### src/rtl/serial_bit_tx.sv
// serial_bit_tx: frames a parallel word as start, LSB-first data, optional even parity and stop bits on a registered idle-high serial line.
module serial_bit_tx #(
    parameter int DATA_W       = 8,
    parameter int CLKS_PER_BIT = 4,
    parameter int PARITY_EN    = 1
) (
    input  logic              clk,
    input  logic              rst_n,
    input  logic [DATA_W-1:0] din,
    input  logic              din_valid,
    output logic              din_ready,
    output logic              q,
    output logic              busy,
    output logic              done
);
    localparam int CW = (CLKS_PER_BIT > 1) ? $clog2(CLKS_PER_BIT) : 1;
    localparam int IW = (DATA_W > 0) ? $clog2(DATA_W + 1) : 1;

    typedef enum logic [2:0] {IDLE, START, DATA, PARITY, STOP} state_t;

    state_t            state, state_next;
    logic [CW-1:0]     cnt, cnt_next;
    logic [IW-1:0]     idx, idx_next;
    logic [DATA_W-1:0] shift, shift_next;
    logic              par, par_next, q_next, done_next, bit_end, last_bit, accept;

    always_ff @(posedge clk or negedge rst_n)
        if (!rst_n) state <= IDLE;
        else        state <= state_next;

    always_comb begin
        bit_end    = cnt == CW'(CLKS_PER_BIT - 1);
        last_bit   = idx == IW'(DATA_W - 1);
        state_next = state;
        case (state)
            IDLE:    if (din_valid) state_next = START;
            START:   if (bit_end) state_next = DATA;
            DATA:    if (bit_end && last_bit) state_next = (PARITY_EN != 0) ? PARITY : STOP;
            PARITY:  if (bit_end) state_next = STOP;
            STOP:    if (bit_end) state_next = IDLE;
            default: state_next = IDLE;
        endcase
    end

    // q is computed from the upcoming state so the line register changes exactly at bit boundaries
    always_comb begin
        busy       = state != IDLE;
        din_ready  = !busy && rst_n;
        accept     = state == IDLE && din_valid;
        cnt_next   = (busy && !bit_end) ? cnt + CW'(1) : '0;
        idx_next   = (state != DATA) ? '0 : !bit_end ? idx : last_bit ? '0 : idx + IW'(1);
        shift_next = accept ? din : (state == DATA && bit_end) ? shift >> 1 : shift;
        par_next   = accept ? ^din : par;
        q_next     = (state_next == START)  ? 1'b0 :
                     (state_next == DATA)   ? shift_next[0] :
                     (state_next == PARITY) ? par : 1'b1;
        done_next  = state == STOP && bit_end;
    end

    always_ff @(posedge clk or negedge rst_n)
        if (!rst_n) begin
            cnt   <= '0;
            idx   <= '0;
            shift <= '0;
            par   <= 1'b0;
            q     <= 1'b1;
            done  <= 1'b0;
        end else begin
            cnt   <= cnt_next;
            idx   <= idx_next;
            shift <= shift_next;
            par   <= par_next;
            q     <= q_next;
            done  <= done_next;
        end
endmodule

### config.mk
export PLATFORM = sky130hd
export DESIGN_NAME = serial_bit_tx
export DESIGN_NICKNAME = d
export VERILOG_FILES = /design/src/rtl/serial_bit_tx.sv
export SDC_FILE = /design/constraint.sdc
export NUM_CORES = 1
export LEC_CHECK = 0
export CAP_MARGIN = 20
export CORE_ASPECT_RATIO = 0.9
export CORE_MARGIN = 4
export CORE_UTILIZATION = 56
export CTS_CLUSTER_SIZE = 20
export DETAILED_ROUTE_END_ITERATION = 7
export PLACE_DENSITY = 0.82
export SLEW_MARGIN = 20
export SYNTH_ARGS = -nofsm -noshare
export SYNTH_HDL_FRONTEND = slang
export SYNTH_SLANG_ARGS = --single-unit
### constraint.sdc
create_clock -name clk -period 3.2 [get_ports clk]
set_clock_uncertainty 0.05 [all_clocks]
set_input_delay 0.64 -clock clk [delete_from_list [all_inputs] [get_ports clk]]
set_output_delay 0.64 -clock clk [all_outputs]
set_load 0.01 [all_outputs]
==> flow_metrics.env <==
export IMPL_clk_path_buf_depth=2
export IMPL_start_util=0.609
export IMPL_cts_tree="yes"
export IMPL_vdd_ir_drop_max_mv=0.570
export IMPL_area_delta_synth_final_pct=19.2
export IMPL_ctsHoldBuffers=0
export IMPL_syn_nets=116
export IMPL_grt_pass1_wl_um=3390
export IMPL_yosysWarnings=0
export IMPL_hold_class="reg -> reg"
export IMPL_p_seq_frac=0.419
export IMPL_max_cap_violations=0
export IMPL_insertion_delay_ns=0.31
export IMPL_setup_tns_final_ns=0
export IMPL_gr_total_overflow=0
export IMPL_antenna_found_initial=0
export IMPL_yosysTopAreaCell="dfrtp_1"
export IMPL_synth_flop_cell="dfrtp_1"
export IMPL_ios=15
export IMPL_dp_hpwl_um=1500
export IMPL_crit_fanout=10
export IMPL_final_layout_size_suffix_gt1_frac=0.0684
export IMPL_dr_pass1_iters=4
export IMPL_grt_use_met2=0.267
export IMPL_whs_ns=0.402
export IMPL_remaining_drc_errors=0
export IMPL_synth_seq_cells=20
export IMPL_critical_path_class="reg -> out"
export IMPL_grt_start_max_net_pins=21
export IMPL_portBuffers=14
export IMPL_synth_distinct_cells=31
export IMPL_cp_required_ns=2.51
export IMPL_end_kind="primary output"
export IMPL_coreArea_mm2=0.00172
export IMPL_sw_frac_of_total=0.348
export IMPL_viasPerCell=5.49
export IMPL_netlist_area_mm2=0.00104
export IMPL_core_rowCount=14
export IMPL_rsz0062_at_grt="no"
export IMPL_yosysMostFrequentCell="dfrtp_1"
export IMPL_synth_top_area_share=0.455
export IMPL_cellPowerDensity_mw_per_mm2=814
export IMPL_crit_start="state[1]$_DFF_PN0_"
export IMPL_fmax_ghz=0.389
export IMPL_ys_seq_area_frac=0.480
export IMPL_use_met3=0.0642
export IMPL_finalSetupViolCount=0
export IMPL_dpl_cell_count=137
export IMPL_cts_sinks=20
export IMPL_arrival_ns=1.88
export IMPL_switchingPower_mw=0.352
export IMPL_gp_congestion=0.776
export IMPL_die_area_mm2=0.00262
export IMPL_r2r_start="cnt[0]$_DFF_PN0_"
export IMPL_status="completed"
export IMPL_drtIter0Drc=13
export IMPL_period_minus_slack_ns=2.57
export IMPL_synth_edf_count=0
export IMPL_busiest_layer="met2"
export IMPL_setup_worst_path_start_class="flip-flop"
export IMPL_die_x_um=53.5
export IMPL_postCtsSetupBuffers=0
export IMPL_grt_pass1_vias=782
export IMPL_finalHoldViolCount=0
export IMPL_cts_buffers=3
export IMPL_slew_headroom=0.731
export IMPL_synthCells=103
export IMPL_leakage_nw=0.512
export IMPL_die_h_um=49.0
export IMPL_met1_usage=0.245
export IMPL_cts_clk_slew_worst_paths_ns=0.12
export IMPL_async_flop_share=1.00
export IMPL_routed_wl_um=1960
export IMPL_cts_resized=0
export IMPL_p_int_mw=0.661
export IMPL_drv_slew=0
export IMPL_ant_nets=0
export IMPL_num_fill_cells=144
export IMPL_syn_area_per_cell_um2=10.1
export IMPL_root_buffer="clkbuf_4"
export IMPL_insertedDiodeCount=0
export IMPL_num_nets_final=131
export IMPL_dr_total_vias=774
export IMPL_synth_area_leaders="dfrtp_1 46%, mux2i_1 8.6%, xnor2_1 6.7%"
export IMPL_fin_cells=141
export IMPL_finalCritPeriodShare=0.803
export IMPL_htreeDepth=1
export IMPL_grtUsageTotal=0.179
export IMPL_combPwrFrac=0.380
export IMPL_pwr_share_clk=0.201
export IMPL_wl_per_cell_um=13.9
export IMPL_netlist_top_cells_count="19 x dfrtp_1, 12 x nand2_1, 9 x mux2i_1, 9 x nor2_1, 8 x xnor2_1"
export IMPL_worst_slew_pin_slew_ns=0.403
export IMPL_utilization=0.725
export IMPL_worstHoldStart="cnt[0]$_DFF_PN0_"
==> cell families after synthesis <==
logic type,synth area share
AOI/OAI and AO/OA,0.107
xor gates and xnor gates,0.0755
adders and majority gates,0.0239
buffers and inverters,0.0395
DFF,0.480
muxes,0.0862
and+or+nand+nor,0.188
==> worst paths after layout <==
| check | to | slack, ns | cells after the start |
|---|---|---|---|
| max reg2reg | q$_DFF_PN1_ | 1.37 | 5 |
| max | din_ready | 0.63 | 3 |
| min reg2reg | cnt[0]$_DFF_PN0_ | 0.40 | 1 |
| min in group asynchronous | idx[3]$_DFFE_PN0P_ | 0.69 | 2 |
| max in group asynchronous | q$_DFF_PN1_ | 2.14 | 2 |
| min | cnt[0]$_DFF_PN0_ | 0.40 | 1 |
==> state kept, by name, summed over array words and instances, names as in the netlist <==
name   cells
shift      8
idx        4
done       1
par        1
state      3
cnt        2
q          1
==> cell usage in the layout (no fill, tap or decap), types with 3 or more instances in the layout <==
| master | n |
|---|---|
| a21oi_1 | 4 |
| and2_1 | 3 |
| clkbuf_4 | 3 |
| clkdlybuf4s50_1 | 14 |
| dfrtp_1 | 19 |
| inv_1 | 3 |
| mux2i_1 | 9 |
| nand2_1 | 12 |
| nor2_1 | 9 |
| o21ai_1 | 6 |
| xnor2_1 | 8 |
==> stage by stage <==
| stage | power, mW | worst slack [ns] | instance area [um2] |
|---|---|---|---|
| 3_3_place_gp | 0.792 | 0.683 | 1190 |
| 2_1_floorplan | 0.707 | 1.57 | 1040 |
| 6_report | 1.01 | 0.632 | 1240 |
| 4_1_cts | 1.02 | 0.623 | 1240 |
| 5_1_grt | 1.10 | 0.545 | 1240 |
| 3_5_place_dp | 0.813 | 0.701 | 1190 |
==> per-layer routing <==
| layer | wire [um] | vias to the layer above |
|---|---|---|
| met5 | 0 | - |
| met4 | 0 | 0 |
| met3 | 98 | 0 |
| met2 | 950 | 18 |
| met1 | 915 | 370 |
| li1 | - | 386 |
==> power by group through the flow <==
stage	combinational [mW]	clock (mW)	sequential, mW
after floorplan	0.318	0	0.388
after detailed placement	0.385	0	0.428
after CTS	0.388	0.208	0.422
after global routing	0.441	0.222	0.434
final	0.385	0.203	0.424
after global placement	0.371	0	0.421
==> cell type report <==
type | instances | area, um2 | share of cell area
sequential | 20 | 502 | 0.403
multi-input combinational | 75 | 502 | 0.403
timing repair buffer | 15 | 148 | 0.119
clock inverter | 1 | 30.0 | 0.0241
tap | 24 | 30.0 | 0.0241
clock buffer | 3 | 22.5 | 0.0181
inverter | 3 | 11.3 | 0.00905
==> worst max-delay path, cell delays in order, from the launching register on <==
cell             delay (ns)
dfrtp_1                0.51
nor3_2                 0.35
and2_1                 0.18
clkdlybuf4s50_1        0.54
Note: power is estimated with default switching activity, not from simulation.
